--- config.mk ---
export PLATFORM = sky130hd
export DESIGN_NAME = alien_fire_scheduler
export DESIGN_NICKNAME = d
export VERILOG_FILES = /design/src/rtl/alien_fire_pkg.sv /design/src/rtl/alien_fire_scheduler_lfsr16.sv /design/src/rtl/alien_fire_scheduler.sv
export SDC_FILE = /design/constraint.sdc
export NUM_CORES = 1
export LEC_CHECK = 0
export CAP_MARGIN = 10
export CORE_ASPECT_RATIO = 1.25
export CORE_UTILIZATION = 62
export CTS_CLUSTER_SIZE = 8
export DETAILED_ROUTE_END_ITERATION = 12
export DONT_BUFFER_PORTS = 1
export PLACE_DENSITY = 0.86
export SLEW_MARGIN = 10
export SYNTH_ARGS = -nofsm -noshare
export SYNTH_HDL_FRONTEND = slang
export SYNTH_SLANG_ARGS = --single-unit
--- constraint.sdc ---
create_clock -name clk -period 2.2 [get_ports clk]
set_input_delay 0.22 -clock clk [delete_from_list [all_inputs] [get_ports clk]]
set_output_delay 0.22 -clock clk [all_outputs]
set_load 0.05 [all_outputs]
--- src/rtl/alien_fire_pkg.sv ---
// Shared types and constants for the alien fire scheduler.
// The BURST_WAIT state exists only when ALIEN_FIRE_BURST_EN is defined.
package alien_fire_pkg;

`ifdef ALIEN_FIRE_BURST_EN
  typedef enum logic [2:0] {
    IDLE       = 3'd0,
    ARM        = 3'd1,
    COUNT      = 3'd2,
    FIRE       = 3'd3,
    BURST_WAIT = 3'd4
  } fire_state_t;
`else
  typedef enum logic [2:0] {
    IDLE  = 3'd0,
    ARM   = 3'd1,
    COUNT = 3'd2,
    FIRE  = 3'd3
  } fire_state_t;
`endif

  // Playfield has 14 alien columns, 0..13.
  localparam logic [3:0]  NUM_COLS = 4'd14;

  // Galois taps for x^16+x^14+x^13+x^11+1 in right-shift form.
  localparam logic [15:0] LFSR_TAPS = 16'hB400;

  // Low levels only get the two slowest speeds.
  localparam logic [1:0]  SPEED_MASK_SLOW = 2'b01;
  localparam logic [1:0]  SPEED_MASK_FULL = 2'b11;

  // One Galois step: shift right, fold the dropped bit into the taps.
  function automatic logic [15:0] lfsr_next(input logic [15:0] s);
    return s[0] ? ((s >> 1) ^ LFSR_TAPS) : (s >> 1);
  endfunction

  // Fold a raw 4-bit nibble into the 0..13 column range.
  function automatic logic [3:0] wrap_col(input logic [3:0] raw);
    return (raw < NUM_COLS) ? raw : raw - NUM_COLS;
  endfunction

endpackage

--- src/rtl/alien_fire_scheduler_lfsr16.sv ---
// Free-running 16-bit Galois LFSR. Steps every clk; a non-zero seed
// keeps it out of the all-zero lock-up state.
module lfsr16
  import alien_fire_pkg::*;
#(
  parameter logic [15:0] SEED = 16'hACE1
) (
  input  logic        clk,
  input  logic        resetN,
  output logic [15:0] state
);

  // Advance one step per clock, reload the seed on reset.
  always_ff @(posedge clk or negedge resetN) begin
    if (!resetN) state <= SEED;
    else         state <= lfsr_next(state);
  end

endmodule

--- src/rtl/alien_fire_scheduler.sv ---
// Alien fire scheduler: frame-based countdown that shrinks with level,
// random column/speed per shot, hold-off while all alien rocket slots are busy.
// Optional feature macro: ALIEN_FIRE_BURST_EN (second shot BURST_GAP frames
// after the first one when level >= 4).
//
// Handshake: shootPulse is a one-clk request with no back-pressure; randCol
// and randSpeed are valid in the same clk and hold until the next pulse.
// dbg_state exposes the FSM state for observation.
module alien_fire_scheduler
  import alien_fire_pkg::*;
#(
  parameter logic [15:0] LFSR_SEED     = 16'hACE1,
  parameter int          BASE_INTERVAL = 60,
  parameter int          MIN_INTERVAL  = 8,
  parameter int          LEVEL_STEP    = 6,
  parameter int          BURST_GAP     = 4
) (
  input  logic       clk,
  input  logic       resetN,
  input  logic       startOfFrame,
  input  logic       isGameMode,
  input  logic [2:0] level,
  input  logic [2:0] isActiveAliens,
  output logic       shootPulse,
  output logic [3:0] randCol,
  output logic [2:0] randSpeed,
  output logic [2:0] dbg_state
);

  fire_state_t       state, state_d;
  logic [7:0]        cnt, cnt_d;
  logic              fire_now;
  logic [15:0]       lfsr;
  logic [5:0]        lfsr_unused;
  logic signed [8:0] scaled;
  logic [7:0]        interval;
  logic [7:0]        arm_load;
  logic [1:0]        speed_mask;

  lfsr16 #(.SEED(LFSR_SEED)) u_lfsr (
    .clk    (clk),
    .resetN (resetN),
    .state  (lfsr)
  );

  // Only the low ten LFSR bits feed jitter, column and speed.
  assign lfsr_unused = lfsr[15:10];
  assign dbg_state   = state;

`ifdef ALIEN_FIRE_BURST_EN
  logic burst_done, burst_done_d;

  // Remembers that the current shot is already the burst follow-up.
  always_ff @(posedge clk or negedge resetN) begin
    if (!resetN) burst_done <= 1'b0;
    else         burst_done <= burst_done_d;
  end
`else
  localparam int burst_gap_unused = BURST_GAP;
`endif

  // Level-scaled interval: 9-bit signed so deep levels go negative before the clamp.
  always_comb begin
    scaled     = 9'(BASE_INTERVAL) - 9'(LEVEL_STEP * int'(level));
    interval   = (scaled < $signed(9'(MIN_INTERVAL))) ? 8'(MIN_INTERVAL) : scaled[7:0];
    arm_load   = interval + {4'd0, lfsr[3:0]};
    speed_mask = (level < 3'd2) ? SPEED_MASK_SLOW : SPEED_MASK_FULL;
  end

  // Next-state logic; leaving game mode overrides everything, including a pending shot.
  always_comb begin
    state_d  = state;
    cnt_d    = cnt;
    fire_now = 1'b0;
`ifdef ALIEN_FIRE_BURST_EN
    burst_done_d = burst_done;
`endif
    case (state)
      IDLE: begin
        if (isGameMode) state_d = ARM;
      end
      ARM: begin
        cnt_d   = arm_load;
        state_d = COUNT;
      end
      COUNT: begin
        if (startOfFrame) begin
          if (cnt == 8'd1) state_d = FIRE;
          else             cnt_d   = cnt - 8'd1;
        end
      end
      FIRE: begin
        if (isActiveAliens != 3'b111) begin
          fire_now = 1'b1;
          state_d  = ARM;
`ifdef ALIEN_FIRE_BURST_EN
          if ((level >= 3'd4) && !burst_done) begin
            state_d      = BURST_WAIT;
            cnt_d        = 8'(BURST_GAP);
            burst_done_d = 1'b1;
          end else begin
            burst_done_d = 1'b0;
          end
`endif
        end
      end
`ifdef ALIEN_FIRE_BURST_EN
      BURST_WAIT: begin
        if (startOfFrame) begin
          if (cnt == 8'd1) state_d = FIRE;
          else             cnt_d   = cnt - 8'd1;
        end
      end
`endif
      default: state_d = IDLE;
    endcase

    if (!isGameMode) begin
      state_d  = IDLE;
      cnt_d    = cnt;
      fire_now = 1'b0;
`ifdef ALIEN_FIRE_BURST_EN
      burst_done_d = 1'b0;
`endif
    end
  end

  // State, counter and registered outputs; column/speed latch only on a shot.
  always_ff @(posedge clk or negedge resetN) begin
    if (!resetN) begin
      state      <= IDLE;
      cnt        <= 8'd0;
      shootPulse <= 1'b0;
      randCol    <= 4'd0;
      randSpeed  <= 3'd0;
    end else begin
      state      <= state_d;
      cnt        <= cnt_d;
      shootPulse <= fire_now;
      if (fire_now) begin
        randCol   <= wrap_col(lfsr[7:4]);
        randSpeed <= {1'b0, lfsr[9:8] & speed_mask};
      end
    end
  end

endmodule

# --- Yosys cells after proc, flatten, opt, wreduce, memory -nomap -nowiden ---
# Cells that the tools add are included.
word_totals:
  wordCells: 45
  output_inout_bits: 11
  reg_bits: 34
  inputBits: 10
classes:
  add_sub_neg: 4
  reduce_logical: 4
  mul: 1
  bitwise: 2
  eq_ne: 10
  muxes: 15
  n_lt_le_gt_ge: 3
op_table:
  columns: ["op", "count"]
  rows:
  - ["$mux W8", 3]
  - ["$mux W16", 1]
  - ["$pmux W8 S2", 1]
  - ["$mux W3", 4]
  - ["$ne A3 B3 Y1 const B", 4]
  - ["$pmux W3 S4", 1]
  - ["$add A8 B4 Y8", 1]
  - ["$eq A8 B1 Y1 const B", 1]
  - ["$sub A8 B1 Y8 const B", 1]
  - ["$lt A7 B5 Y1 const B", 1]
  - ["$sub A6 B6 Y7 const A", 1]
  - ["$eq A3 B2 Y1 const B", 2]
  - ["$mul A2 B3 Y5 const A", 1]
  - ["$lt A4 B4 Y1 const B", 1]
  - ["$mux W4", 1]
  - ["$ne A2 B2 Y1 const B", 2]
  - ["$not A3 Y4", 1]
  - ["$reduce_and A4 Y1", 1]
  - ["$sub A4 B4 Y4 const B", 1]
  - ["$eq A3 B1 Y1 const B", 1]
  - ["$logic_not A3 Y1", 1]
  - ["$lt A3 B2 Y1 const B", 1]
  - ["$mux W1", 3]
  - ["$reduce_and A3 Y1", 1]
  - ["other kinds (3)", 3]

# --- Longest topological paths before layout ---
# Gate-level depths: netlist of run 1.
depth:
  word_depth: 6
  depth_mapped: 15
  ltp_nobuf: 15

# --- Hierarchy ---
# Synthesis of run 1 repeated with hierarchy kept, for this count alone.
hier_totals:
  cells_unflattened: 186
  area_unflattened_um2: 1895.6
modules_own_cells:
  columns: ["mod", "instances", "seq_area_each_um2", "area_each_um2", "cells_per_inst"]
  rows:
  - ["alien_fire_scheduler", 1, 425.4, 1458.9, 167]
  - ["lfsr16", 1, 410.4, 436.7, 19]

# --- Worst setup path after synthesis of run 1 ---
# No wires, ideal clock.
synth_path:
  kind: "input to register"
  from: "input level[0]"
  to: "register cnt[5]"
  slack_ps: -1043
  t_required_ps: 2096
  setup_time_ps: 104
  t_arrival_ps: 3140
  path_stages: 15
  path_buffers: 0
  path_cell_list: "ha_1 -> inv_1 -> fa_1 -> or2_2 -> o21a_1 -> o22a_1 -> nor2_1 -> ha_1 -> nand2b_1 -> fa_1 -> inv_1 -> a21oi_1 -> nor3_2 -> xnor2_1 -> a221oi_1"
synth_via:
  elab_chain_cells: 6
synth_lines:
  columns: ["item", "line_no", "source"]
  rows:
  - ["start: declaration", "alien_fire_scheduler.sv:22", "input logic [2:0] level,"]
  - ["$mul A2 B3 Y5 (*)", "alien_fire_scheduler.sv:64", "scaled = 9'(BASE_INTERVAL) - 9'(LEVEL_STEP * int'(level));"]
  - ["$sub A6 B6 Y7 (*)", "alien_fire_scheduler.sv:64", null]
  - ["$lt A7 B5 Y1", "alien_fire_scheduler.sv:65", "interval = (scaled < $signed(9'(MIN_INTERVAL))) ? 8'(MIN_INTERVAL) : scaled[7:0];"]
  - ["$mux W8 (*)", "alien_fire_scheduler.sv:65", null]
  - ["$add A8 B4 Y8 (*)", "alien_fire_scheduler.sv:66", "arm_load = interval + {4'd0, lfsr[3:0]};"]
  - ["$pmux W8 S2 (*)", "alien_fire_scheduler.sv:78", "case (state)"]
  - ["end signal: assignment", "alien_fire_scheduler.sv:138", "cnt <= cnt_d;"]
  - ["end: declaration", "alien_fire_scheduler.sv:31", "logic [7:0] cnt, cnt_d;"]
# Every way passes the cells marked *; elsewhere a longest branch is shown, timed or not.
# A chain may end at the register's enable or synchronous reset.

# --- Worst setup path in the final report of run 1 ---
# Ends and elaborated chain as after synthesis.

==> results of run 1 <==
[power breakdown]
part / total [mW] / switching (mW) / internal, mW
Clock: 0.459 / 0.218 / 0.241
Combinational: 0.764 / 0.465 / 0.299
Sequential: 0.782 / 0.0938 / 0.688
[what timing repair did]
action,in CTS,in global routing
setup endpoints to repair,6,8
buffers inserted,2,0
gates resized for setup,4,9
pin swaps,11,2
hold endpoints to repair,35,0
hold buffers,3,0
[cells in the final DEF (no fill, tap or decap), types with 2 or more instances in the layout]
master	n
a211oi_1	2
a21o_1	2
a21oi_1	6
a21oi_2	2
a31oi_1	4
and2_1	2
buf_4	19
clkbuf_4	5
conb_1	2
dfrtp_1	25
dfstp_2	8
dlygate4sd3_1	2
ha_1	13
ha_4	4
inv_1	14
inv_2	2
nand2_1	22
nand3_1	9
nor2_1	9
nor2_2	2
o211ai_1	2
o21a_1	3
o21ai_0	10
xnor2_1	3
xor2_1	4
xor2_2	2
[critical path, delay by kind of cell]
family,cells,cell delay (ns)
adders and majority gates,4,1.19
and+or+nand+nor,4,0.71
AOI/OAI and AO/OA,4,0.64
xor gates and xnor gates,1,0.12
buffers and inverters,2,0.10
[cells by family after synthesis]
kind of cell | after synthesis
flip-flops | 33
AO/OA/AOI/OAI | 39
adder cells (fa/ha/maj) | 19
XOR/XNOR | 9
AND/OR/NAND/NOR | 60
multiplexers | 1
other | 1
buffers and inverters | 21
[per-stage QoR]
stage	worst slack, ns	total power, mW	area (um^2)
2_1_floorplan	-0.8757	1.253	1873
3_3_place_gp	-0.8612	1.393	2023
3_5_place_dp	-1.037	1.449	2023
4_1_cts	-0.5103	1.954	2177
5_1_grt	-0.6602	2.127	2233
6_report	-0.5394	2.005	2233
[cell type report]
class	instances	area share, %
Clock buffer	5	1.681
Clock inverter	3	2.073
Inverter	16	2.689
Multi-Input combinational cell	130	45.55
Sequential cell	33	37.42
Tap cell	34	1.905
Timing Repair Buffer	23	8.683
[per-layer routing]
layer	global-route usage, %	vias up	share of wire, %
li1	-	672	-
met5	0	-	0
met1	27.81	699	36
met3	6.326	12	4.7
met4	14.93	0	3.3
met2	52.67	51	56
[flip-flops by register name (all words and copies together), names as in the netlist]
name / flops
shootPulse: 1
dbg_state: 2
u_lfsr.state: 16
randSpeed: 2
randCol: 4
cnt: 8
[final timing paths]
kind | startpoint | to | depth (start not counted)
max | level[0] | cnt[5]$_DFFE_PN0P_ | 15
min | isGameMode | cnt[5]$_DFFE_PN0P_ | 2
max reg2reg | dbg_state[1]$_DFFE_PN0P_ | cnt[4]$_DFFE_PN0P_ | 6
min reg2reg | u_lfsr.state[12]$_DFF_PN0_ | u_lfsr.state[11]$_DFF_PN1_ | 0
max in group asynchronous | resetN | u_lfsr.state[0]$_DFF_PN1_ | 2
min in group asynchronous | resetN | u_lfsr.state[9]$_DFF_PN0_ | 2
==> qor.yml, run 1 <==
design.die.area_mm2: 0.003171
initial_core_util_pct: 66.90
num_antenna_cells: 0
min_period_over_period_pct: 124.5
final_antenna_net_count: 0
worst_setup_path_end_kind: "flop"
outcome: "complete, but fails checks"
register_bit_total_from_synthesis: 33
cts_htree_levels: 2
groute.usage.overall_pct: 28.25
initial_antenna_violation_count: 0
average_wire_per_cell_in_the_routed_design_um: 17.36
areaGrowthSynthToFinish_pct: 22.18
mappedNetlistArea_mm2: 0.001828
routed_wl_um: 4236
multi_input_comb_area_mm2: 0.001017
yosysMostFrequentCell: "dfrtp_1"
detail_route.first_pass.iterations: 4
layout.nets: 238
clock_latency_late_sink_ns: 0.34
timing.critical_path.slowest_stage_cell: "fa_1"
max-vdd-ir-drop_v: 0.0006644
setup_repair_after_global_routing_missed_its_margin: "yes"
largest_family_of_logic_cells_by_synthesized_area: "simple AND/OR/NAND/NOR gates"
grt_pass1_wl_um: 6458
place.port_buffers: 0
syn-mean-instance-area_um2: 9.989
min_path_type: "input pin to flop"
worstPathArrival_ns: 2.99
synth_common_cells: "25 x dfrtp_1, 23 x nand2_1, 17 x ha_1"
route.detailed.vias_per_inst: 5.877
max_clock_freq_ghz: 0.3650
max_slew.worst_pin.slew_ns: 0.7325
synthesis_warning_total: 0
clock_tree.buffer_depth: 2
yosys.area_share.adder_pct: 13.83
floorplan.rows: 21
timing.hold.ws_ns: 0.1603
crit_path_cell_trace: "ha_4 -> inv_2 -> fa_1 -> or2_4 -> o21a_1 -> o22a_1 -> nor2_2 -> ha_4 -> nand2b_4 -> fa_2 -> inv_2 -> a21oi_2 -> nor3_2 -> xnor2_1 -> a221oi_2"
postLayoutSetupSlackWorst_ns: -0.5394
dominantRegCellSynth: "dfrtp_1"
seq_area_um2: 835.8
die_h_um: 62.71
clk_pin_slew_ns: 0.11
crit_path_max_fanout: 6
synth_async_sr_flop_share_pct: 100.0
setup_viol: 6
synth_enable_flop_cells: 0
fp.coreArea_mm2: 0.002733
synth-xor-area-share_pct: 4.723
yosysTopAreaCell: "dfrtp_1"
worst_path_largest_cell_delay_ns: 0.48
clk_root_buffer_cell: "clkbuf_4"
post-route-util_pct: 81.73
vias_after_detailed_routing: 1434
final_period_minus_worst_setup_slack_ns: 2.739
totalNegativeSetupSlack_ns: -2.905
layoutNonFillerInstCount: 244
synth_cell_types: 44
slew_headroom_pct: 50.72
netlist_top_cells_area: "dfrtp_1 34%, ha_1 12%, dfstp_2 11%"
grt_remaining_overflow: 0
cts.sinks: 33
drv.max_cap_violation_count: 0
die_width_um: 50.57
failing_checks: "negative setup slack"
dp.cells: 231
ioPinCount: 21
drc: 0
tritoncts: "yes"
maximum_number_of_pins_on_one_net_before_global_route_repair: 34
post_synthesis_share_of_cell_area_spent_on_and_or_nand_and_nor_gates_pct: 16.36
crit_type: "input pin to flop"
power_density_mw_per_mm2: 897.6
place.gp.congestion: 0.8066
fillerInstances: 159
place_hpwl_um: 2800
synthesis.instances: 183
cp_data_required_time_ns: 2.46
muxShareOfSynthArea_pct: 0.8214
cts_buffers: 5
synth-compound-area-share_pct: 13.55
power_leakage_nw: 1.051
via_count_of_the_first_global_routing_pass: 1488
r2r_setup_slack_ns: 0.21
layout_cell_share_with_drive_strength_beyond_1_pct: 28.57
finalHoldViolCount: 0
synth_sequential_area_ratio_pct: 45.72
netlist.area_leader.share_pct: 34.22
drt_iter0_drc: 102
clock_skew_ns: 0.01333
startpoint_type: "input pin"
drv_slew: 0
No activity file was read; power rests on OpenSTA's default activity.
==> run 2, diff against run 1 <==
Settings changed: SLEW_MARGIN 10 to 5.
==> results of run 2 <==
Final layout, timing and power as in run 1 (identical DEF).
